--- config.mk ---
export PLATFORM = sky130hd
export DESIGN_NAME = fetch_unit
export DESIGN_NICKNAME = d
export VERILOG_FILES = /design/src/rtl/fetch_unit.sv
export SDC_FILE = /design/constraint.sdc
export NUM_CORES = 1
export LEC_CHECK = 0
export CORE_UTILIZATION = 50
export CTS_CLUSTER_SIZE = 40
export DETAILED_ROUTE_END_ITERATION = 8
export PLACE_DENSITY = 0.77
export SYNTH_ARGS = -nofsm -noshare
export SYNTH_HDL_FRONTEND = slang
export SYNTH_SLANG_ARGS = --single-unit
--- constraint.sdc ---
create_clock -name clk -period 7.6 [get_ports clk]
set_input_delay 1.14 -clock clk [delete_from_list [all_inputs] [get_ports clk]]
set_output_delay 1.14 -clock clk [all_outputs]
set_load 0.01 [all_outputs]
--- src/rtl/fetch_unit.sv ---
// Instruction fetch stage: issues sequential fetch addresses to a registered instruction memory
// and feeds the IF/ID pipeline register, with a one-entry skid buffer to absorb stalls.
module fetch_unit #(
    parameter logic [31:0] RESET_PC = 32'd0
) (
    input  logic        clk,
    input  logic        rst,
    input  logic        stall,
    input  logic        redirect,
    input  logic [31:0] redirect_pc,
    input  logic [31:0] instruction,
    output logic [31:0] PC_out,
    output logic [31:0] ifid_instr,
    output logic [31:0] ifid_pc,
    output logic [31:0] ifid_pc4,
    output logic        ifid_valid
);

    logic [31:0] r_pc;
    logic [31:0] r_req_pc;
    logic        r_req_vld;
    logic [31:0] r_skid_instr;
    logic [31:0] r_skid_pc;
    logic        r_skid_vld;
    logic [31:0] r_ifid_instr;
    logic [31:0] r_ifid_pc;
    logic [31:0] r_ifid_pc4;
    logic        r_ifid_valid;

    logic        w_issue;
    logic        w_unused_redirect_lsb;

    assign w_issue = !redirect && !stall;

    // Redirect targets are forced word-aligned, so the low bits are ignored.
    assign w_unused_redirect_lsb = ^redirect_pc[1:0];

    always_ff @(posedge clk or posedge rst) begin
        if (rst) begin
            r_pc         <= RESET_PC;
            r_req_pc     <= 32'd0;
            r_req_vld    <= 1'b0;
            r_skid_instr <= 32'd0;
            r_skid_pc    <= 32'd0;
            r_skid_vld   <= 1'b0;
            r_ifid_instr <= 32'd0;
            r_ifid_pc    <= 32'd0;
            r_ifid_pc4   <= 32'd0;
            r_ifid_valid <= 1'b0;
        end else if (redirect) begin
            // Flush wins over stall; the response arriving this cycle is dropped.
            r_pc         <= {redirect_pc[31:2], 2'b00};
            r_req_vld    <= 1'b0;
            r_skid_vld   <= 1'b0;
            r_ifid_valid <= 1'b0;
        end else if (stall) begin
            // Only one response can be in flight, so a single skid entry suffices.
            if (r_req_vld) begin
                r_skid_instr <= instruction;
                r_skid_pc    <= r_req_pc;
                r_skid_vld   <= 1'b1;
            end
            r_req_vld <= 1'b0;
        end else if (w_issue) begin
            r_req_vld <= 1'b1;
            r_req_pc  <= r_pc;
            r_pc      <= r_pc + 32'd4;
            if (r_skid_vld) begin
                r_ifid_instr <= r_skid_instr;
                r_ifid_pc    <= r_skid_pc;
                r_ifid_pc4   <= r_skid_pc + 32'd4;
                r_ifid_valid <= 1'b1;
                r_skid_vld   <= 1'b0;
            end else if (r_req_vld) begin
                r_ifid_instr <= instruction;
                r_ifid_pc    <= r_req_pc;
                r_ifid_pc4   <= r_req_pc + 32'd4;
                r_ifid_valid <= 1'b1;
            end else begin
                r_ifid_valid <= 1'b0;
            end
        end
    end

    assign PC_out     = r_pc;
    assign ifid_instr = r_ifid_instr;
    assign ifid_pc    = r_ifid_pc;
    assign ifid_pc4   = r_ifid_pc4;
    assign ifid_valid = r_ifid_valid;

endmodule

=== Word-level counts from Yosys, hierarchy flattened ===
Cells that the tools add are included.

* $add $sub $neg: 3
* Reduce and logical (&&, ||, !) cells: 11
* Bitwise gates (word level): 2
* Equality and inequality tests: 2
* Mux-type cells: 21

{| class="wikitable"
|+ Operators with widths
! operator !! count
|-
| two-way mux 32 bit || 9
|-
| adder 32 x 3 -> 32 bit (second input constant) || 3
|-
| two-way mux 1 bit || 12
|-
| AND reduction 3 bit || 2
|-
| AND reduction 2 bit || 2
|-
| AND reduction 4 bit || 1
|-
| nonzero test 2 bit || 2
|-
| inequality test 3 x 1 -> 1 bit (second input constant) || 1
|-
| nonzero test 3 bit || 1
|-
| logical NOT 1 bit || 2
|-
| inequality test 2 x 1 -> 1 bit (second input constant) || 1
|-
| inverter 1 bit || 2
|-
| logical AND 1 bit || 1
|}

* Bits of input ports: 68
* Flip-flop bits (word level): 227
* Word-level logic and storage cells: 49

=== Longest topological paths before layout ===
Gate-level depths: netlist of run 1.

* Depth after elaboration: 5
* Depth in mapped cells: 10
* Gate-level depth less buffers: 6

=== Worst setup path after synthesis of run 1 ===
OpenSTA, ideal clock, no wires.

* Kind: input-to-reg
* Start point: input port stall
* End point: register r_ifid_pc[3] (netlist: ifid_pc[3])
* Required time: 7.475 ns
* Path slack: 4.879 ns
* Arrival time: 2.596 ns
* Cell stages on the path: 6
* Library setup time: 0.125 ns
* Buffers on the path: 3
* Cell sequence: clkbuf_1 > nor2_1 > and2_1 > clkbuf_1 > buf_2 > mux2_2

* Longest elaborated chain between the ends: 3

{| class="wikitable"
|+ RTL lines
! element !! line !! RTL
|-
| start, declared || 8 || <nowiki>input logic stall,</nowiki>
|-
| logical NOT 1 bit || 33 || <nowiki>assign w_issue = !redirect && !stall;</nowiki>
|-
| logical AND 1 bit || 33 ||
|-
| AND reduction 4 bit (no source line) * || n/a ||
|-
| end signal, assigned || 70 || <nowiki>r_ifid_pc <= r_skid_pc;</nowiki>
|-
| end signal, assigned || 76 || <nowiki>r_ifid_pc <= r_req_pc;</nowiki>
|-
| end, declared || 26 || <nowiki>logic [31:0] r_ifid_pc;</nowiki>
|}

Mark *: on every way between the ends. The rest lies on a longest branch, timed or not.
A chain may end at the register's enable or synchronous reset.

=== Final worst setup path of run 1 ===
* Start point: input port redirect
* End point: register r_ifid_pc4[31] (netlist: ifid_pc4[31])

* Longest elaborated chain between the ends: 3

{| class="wikitable"
|+ RTL lines
! element !! line !! RTL
|-
| start, declared || 9 || <nowiki>input logic redirect,</nowiki>
|-
| logical NOT 1 bit || 33 ||
|-
| logical AND 1 bit || 33 ||
|-
| AND reduction 4 bit (no source line) * || n/a ||
|-
| end signal, assigned || 71 || <nowiki>r_ifid_pc4 <= r_skid_pc + 32'd4;</nowiki>
|-
| end signal, assigned || 77 || <nowiki>r_ifid_pc4 <= r_req_pc + 32'd4;</nowiki>
|-
| end, declared || 27 || <nowiki>logic [31:0] r_ifid_pc4;</nowiki>
|}

Marks and branches as above.

==> impl_results.md, run 1 <==
* Synth Register Bits at 217
* Worst-Margin Slew at 1.12 ns
* Row Count at 51
* Cell Area, Synth at 0.0102 mm^2
* Final wirelength at 23700 um
* Total track usage at 23.4%
* Antenna violations before repair at 0
* Synth top area cells: dfrtp_1 53%, mux2_2 11%, mux2i_1 5.8%
* Post-DRT Antenna Nets at 0
* Asr flop ratio synth at 100%
* Most instantiated cells after synthesis: 217 x dfrtp_1, 143 x nand2_1, 101 x mux2_2
* Hpwl dp at 15900 um
* Pwr Density at 279 mW/mm^2
* Largest net degree at the start of global routing at 152
* Final critical-path required period at 3.53 ns
* Worst EP arrival at 3.92 ns
* Fin crit share at 46.5%
* Vias in the first global route at 7189
* Post-CTS Resized at 0
* Cell variety after synth at 57
* Die width at 145 um
* Worst-Skew Late Latency at 0.52 ns
* Met1 usage at 35.4%
* Post-DR wirelength/cell at 17.3 um
* CTS tree: yes
* Rel. slew slack at 25.3%
* Routed vias/inst at 5.49
* Worst Path Buf+Inv at 2
* # DRC at 0
* Diode count at 0
* Area post-placement at 0.0122 mm^2
* H-tree levels at 1
* # nets final at 1157
* Met2 usage at 35.3%
* Total power at 0.00362 W
* Crit path max-delay cell type: buf_4
* Share of layout cells above drive strength 1 at 15.1%
* Max Cap Viol at 0
* CP Cell Sequence: buf_2 > nor2_2 > nand2_4 > buf_4 > nor2_1 > a221oi_1 > nand3_1
* EDFF count, synth at 0
* Initial drt markers at 476
* Largest area contributor in the netlist: dfrtp_1
* Clock skew at 0.0217 ns
* Final TNS setup at 0 ns
* Global route overflow at 0
* Startpoint Class: input port
* Post CTS Setup Buffer Count at 0
* Cell count after synthesis at 922
* I/O Buffers at 188
* Total CTS buffers at 24
* Die ar. at 0.0210 mm^2
* Status: finished clean
* Fin. Hold Viols at 0
* Crit path capture type: flip-flop
* Non-Filler Instances at 1370
* Die Ht at 145 um
* Inst Count DP at 1326
* Total number of vias at 7522
* DRT Pass-1 Iters at 5
* CTS Root Cell: clkbuf_16
* Cell with the most instances after synthesis: dfrtp_1
* CTS Buffer Depth at 3
* VDD IR-drop max at 185 uV
* RSZ-0062 raised after global routing: no
* Top Ports at 197
* Worst Setup Path Type: input port to flip-flop
* Main synth FF type: dfrtp_1
* Final slew viol count at 0
* Fin area at 0.0130 mm^2
* Leak at 5.42 nW
* First-pass GRT wire length at 38300 um
* Routability congestion estimate from global placement at 0.847
* Average size of a mapped cell at 11.1 um^2
* Num Clock Sinks at 217
* CP top delay family: buffers and inverters
* CP Max Fanout at 90
* Clk slew on worst S/H paths at 0.06 ns
* Post-synth top area share at 53.3%
* Initial cell density of the core at 51.7%
* GRT met3 Usage at 3.39%
* Gr busiest metal: met1
* Slowest stage delay, CP at 0.68 ns
* Critical Path RT at 7.99 ns
* Worst hold path class: flip-flop to flip-flop
* Core ar. at 0.0197 mm^2
* Yosys warns at 0
* CTS hold repair buffers at 0
* Maximum clock frequency at 283 MHz
* Area Growth Syn to Fin at 27.4%
* # setup viols final at 0
* Part of the Yosys area used for sequential elements at 53.3%
[kinds of logic (layout without fill, tap and decap cells)]
| group | after synthesis | count (layout) | synth area share, % |
|---|---|---|---|
| adder cells (fa/ha/maj) | 2 | 2 | 0.245 |
| AND/OR/NAND/NOR | 286 | 286 | 14.0 |
| buffers and inverters | 65 | 243 | 3.08 |
| XOR/XNOR | 44 | 44 | 3.78 |
| multiplexers | 160 | 160 | 16.9 |
| flip-flops | 217 | 217 | 53.3 |
| other | 1 | 6 | 0.0368 |
| AO/OA/AOI/OAI | 147 | 147 | 8.70 |
[registers in the layout, indices dropped and copies added, names as in the netlist]
| register | flops |
|---|---|
| r_skid_vld | 1 |
| ifid_valid | 1 |
| ifid_instr | 32 |
| ifid_pc | 30 |
| r_req_vld | 1 |
| r_skid_pc | 30 |
| r_req_pc | 30 |
| r_skid_instr | 32 |
| ifid_pc4 | 30 |
| PC_out | 30 |
[per-stage QoR]
step	utilization [%]	hold slack [ns]	setup slack (ns)
after floorplan	-	0.479	0.524
after global placement	61.8	0.459	3.54
after detailed placement	61.8	0.464	3.49
after CTS	65.9	0.477	4.04
after global routing	65.9	0.499	3.73
final	65.9	0.472	4.07
[power by group]
group | internal (W) | switching, W
combinational | 0.000478 | 0.000357
sequential | 0.00142 | 0.000215
clock | 0.000694 | 0.000459
[area by class of cell]
type | count | area, um^2
well taps | 265 | 332
multi-input cells | 645 | 4480
clock inverters | 8 | 68.8
fillers | 1519 | 6730
clock buffers | 36 | 727
flip-flops and latches | 217 | 5430
inverters | 6 | 30.0
repair buffers | 193 | 1910
[worst paths after layout]
check / slack (ns) / to / start / cells past startpoint
min in group asynchronous: 1.27 / ifid_pc4[4]$_DFFE_PP0P_ / rst / 2
worst max-delay path: 4.07 / ifid_pc4[31]$_DFFE_PP0P_ / redirect / 7
worst min register to register: 0.47 / ifid_pc4[3]$_DFFE_PP0P_ / ifid_pc4[3]$_DFFE_PP0P_ / 2
worst max register to register: 4.12 / ifid_pc4[30]$_DFFE_PP0P_ / r_skid_vld$_DFFE_PP0P_ / 6
worst min-delay path: 0.47 / ifid_pc4[3]$_DFFE_PP0P_ / ifid_pc4[3]$_DFFE_PP0P_ / 2
max in group asynchronous: 4.87 / r_skid_instr[25]$_DFFE_PP0P_ / rst / 3
[worst register-to-register path, stage by stage, from the launching register on]
cell      delay (ns)
dfrtp_4         0.62
buf_4           0.87
mux2i_1         0.54
a211oi_2        0.49
nand2_1         0.18
or3_1           0.37
a221o_1         0.29
[cells in the final DEF (no fill, tap or decap), types with 5 or more instances in the layout]
cell type	netlist	layout
nand3_1	34	34
xor2_1	14	14
buf_4	6	5
mux2i_1	59	59
nand2_1	143	141
o21ai_0	97	97
xnor2_1	30	30
clkbuf_1	30	5
inv_1	6	5
clkbuf_8	0	6
mux2_2	101	101
clkdlybuf4s50_1	0	187
nand4b_1	6	6
a21o_1	9	9
nor2_1	26	25
a21oi_1	12	12
nor3_1	11	11
dfrtp_1	217	216
nand3b_1	8	8
clkinv_2	0	6
conb_1	1	6
clkbuf_16	0	25
nand4_1	18	18
nor4_1	10	10
[metal layers]
metal	part of all wire (%)	up-vias
li1	-	3593
met1	48	3678
met2	45	218
met3	5.3	33
met4	1.9	0
met5	0	-
No activity file was read; power rests on OpenSTA's default activity.
==> run 2, diff against run 1 <==
- CORE_UTILIZATION: 50 -> 47
- PLACE_DENSITY: 0.77 -> 0.76
- clock period: 7.6 -> 3.2 ns (I/O delays scaled with it)
==> impl_results.md, run 2 (same netlist as run 1, synthesis figures left out) <==
* Status: finished clean (unchanged)
* Share of layout cells above drive strength 1 at 16.0% (was 15.1%)
* Critical Path RT at 3.59 ns (was 7.99 ns)
* Worst-Margin Slew at 0.635 ns (was 1.12 ns)
* # setup viols final at 0 (unchanged)
* FF-to-FF Start: r_skid_vld$_DFFE_PP0P_ (unchanged)
* CTS tree: yes (unchanged)
* Reg area at 0.00543 mm^2 (unchanged)
* Multi-input gate area at 0.00449 mm^2 (was 0.00448 mm^2)
* Startpoint Class: flip-flop (was input port)
* Initial drt markers at 374 (was 476)
* Worst EP arrival at 2.95 ns (was 3.92 ns)
* Clock skew at 0.0121 ns (was 0.0217 ns)
* DRT Pass-1 Iters at 5 (unchanged)
* Total track usage at 22.2% (was 23.4%)
* Num Clock Sinks at 217 (unchanged)
* Fin crit share at 80.0%
* Commonest cells after routing, fill and taps aside: 216 x dfrtp_1, 187 x clkdlybuf4s50_1, 141 x nand2_1, 101 x mux2_2, 97 x o21ai_0 (unchanged)
* Core ar. at 0.0212 mm^2 (was 0.0197 mm^2)
* CTS Buffer Depth at 3 (unchanged)
* Worst Path Buf+Inv at 0 (was 2)
* Total CTS buffers at 24 (unchanged)
* Worst hold path class: input port to flip-flop (was flip-flop to flip-flop)
* Final slew viol count at 0 (unchanged)
* Pwr Density at 658 mW/mm^2 (was 279 mW/mm^2)
* # DRC at 0 (unchanged)
* First-pass GRT wire length at 39400 um (was 38300 um)
* H-tree levels at 1 (unchanged)
* Worst Min Path Start: redirect (was ifid_pc4[3]$_DFFE_PP0P_)
* I/O Buffers at 188 (unchanged)
* Vias in the first global route at 7447 (was 7189)
* CP Max Fanout at 8 (was 90)
* Routed vias/inst at 5.45 (was 5.49)
* Pre-CTS WS at 0.570 ns (was 3.49 ns)
* Leak at 5.53 nW (was 5.42 nW)
* Crit path capture type: flip-flop (unchanged)
* Post-CTS Resized at 0 (unchanged)
* Global route overflow at 0 (unchanged)
* Post CTS Setup Buffer Count at 0 (unchanged)
* Worst Setup Path Type: flip-flop to flip-flop (was input port to flip-flop)
* Top Ports at 197 (unchanged)
* Diode count at 0 (unchanged)
* Post-DR wirelength/cell at 17.3 um (about the same)
* Die Ht at 149 um (was 145 um)
* Most common cell after layout, fill and taps aside: dfrtp_1 (unchanged)
* Initial cell density of the core at 48.2% (was 51.7%)
* Post-DRT Antenna Nets at 0 (unchanged)
* Largest net degree at the start of global routing at 72 (was 152)
* Fin. Hold Viols at 0 (unchanged)
* CTS hold repair buffers at 0 (unchanged)
* VDD IR-drop max at 357 uV (was 185 uV)
* Die width at 149 um (was 145 um)
* Slowest stage delay, CP at 0.53 ns (was 0.68 ns)
* CP Cell Sequence: mux2_2 > ha_1 > a21boi_2 > nand3_2 > or3_1 > a221o_1 (was buf_2 > nor2_2 > nand2_4 > buf_4 > nor2_1 > a221oi_1 > nand3_1)
* RSZ-0062 raised after global routing: no (unchanged)
* Max Cap Viol at 0 (unchanged)
* # nets final at 1170 (was 1157)
* CP top delay family: compound AO/OA/AOI/OAI gates (was buffers and inverters)
* Clk slew on worst S/H paths at 0.06 ns (about the same)
* Maximum clock frequency at 391 MHz
* Final critical-path required period at 2.56 ns
* Final Util at 62.5% (was 65.9%)
* Die ar. at 0.0223 mm^2 (was 0.0210 mm^2)
* Hpwl dp at 17000 um (was 15900 um)
* Row Count at 53 (was 51)
* Antenna violations before repair at 0 (unchanged)
* Total number of vias at 7570 (was 7522)
* Routability congestion estimate from global placement at 0.833 (was 0.847)
* Worst setup margin at 0.641 ns (was 4.07 ns)
* Crit path max-delay cell type: dfrtp_4 (was buf_4)
* Crit path launch: r_skid_vld$_DFFE_PP0P_ (was redirect)
* Final wirelength at 24000 um (was 23700 um)
* Rel. slew slack at 56.5% (was 25.3%)
* Area Growth Syn to Fin at 29.7% (was 27.4%)
* # fillers at 1679 (was 1519)
* CTS Root Cell: clkbuf_16 (unchanged)
* Worst-Skew Late Latency at 0.51 ns (was 0.52 ns)
[run 2: changes by cell type in the layout (fill, tap and decap cells not counted)]
cell        delta
nor2_2         -1
clkbuf_1       -1
inv_6          -1
clkbuf_8       +1
nor2_4         +1
clkinv_2       -3
buf_12         +9
clkinvlp_4     +1
bufinv_16      +1
inv_8          -1
buf_4          +4
[run 2: final timing paths]
check | slack [ns] | to | cells after the start
max | 0.64 | ifid_pc4[30]$_DFFE_PP0P_ | 6
min | 0.37 | ifid_valid$_DFFE_PP0P_ | 4
min reg2reg | 0.47 | ifid_pc[18]$_DFFE_PP0P_ | 1
min in group asynchronous | 0.39 | ifid_pc[6]$_DFFE_PP0P_ | 2
max reg2reg | 0.64 | ifid_pc4[30]$_DFFE_PP0P_ | 6
max in group asynchronous | 2.05 | ifid_pc[21]$_DFFE_PP0P_ | 3
[run 2: metrics by stage]
stage               area, um^2  total power (W)  setup TNS (ns)  cells  hold WS, ns
finish                   13200          0.00870               0   1390        0.370
global route             13200          0.00914               0   1390        0.414
CTS                      13200          0.00878               0   1390        0.353
detailed placement       12400          0.00595               0   1349        0.464
global placement         12400          0.00586               0   1349        0.461
floorplan                10200          0.00481          -23.03    927        0.479
[run 2: routing by layer]
layer  wire (um)  global-route usage, %  up-vias
li1            -                      -     3618
met1       11200                   32.2     3691
met2       10900                   34.7      226
met3        1390                   3.33       35
met4         472                   5.71        0
met5           0                      0        -
[run 2: where the power goes]
| part | internal (W) | leakage [nW] | total (W) | switching, W |
|---|---|---|---|---|
| clock | 0.00174 | 0.403 | 0.00280 | 0.00107 |
| combinational | 0.00115 | 2.44 | 0.00202 | 0.000866 |
| sequential | 0.00337 | 2.68 | 0.00387 | 0.000508 |
[run 2: final cells by class]
cell class	count	area share, %
clock buffers	36	5.57
clock inverters	5	0.567
inverters	6	0.199
multi-input cells	645	33.9
flip-flops and latches	217	41.1
well taps	275	2.60
repair buffers	206	16.1
[run 2: tightest hold or removal path, delay by kind of cell]
| kind | cells | cell delay (ns) |
|---|---|---|
| buffers and inverters | 1 | 0.14 |
| and+or+nand+nor | 3 | 0.22 |
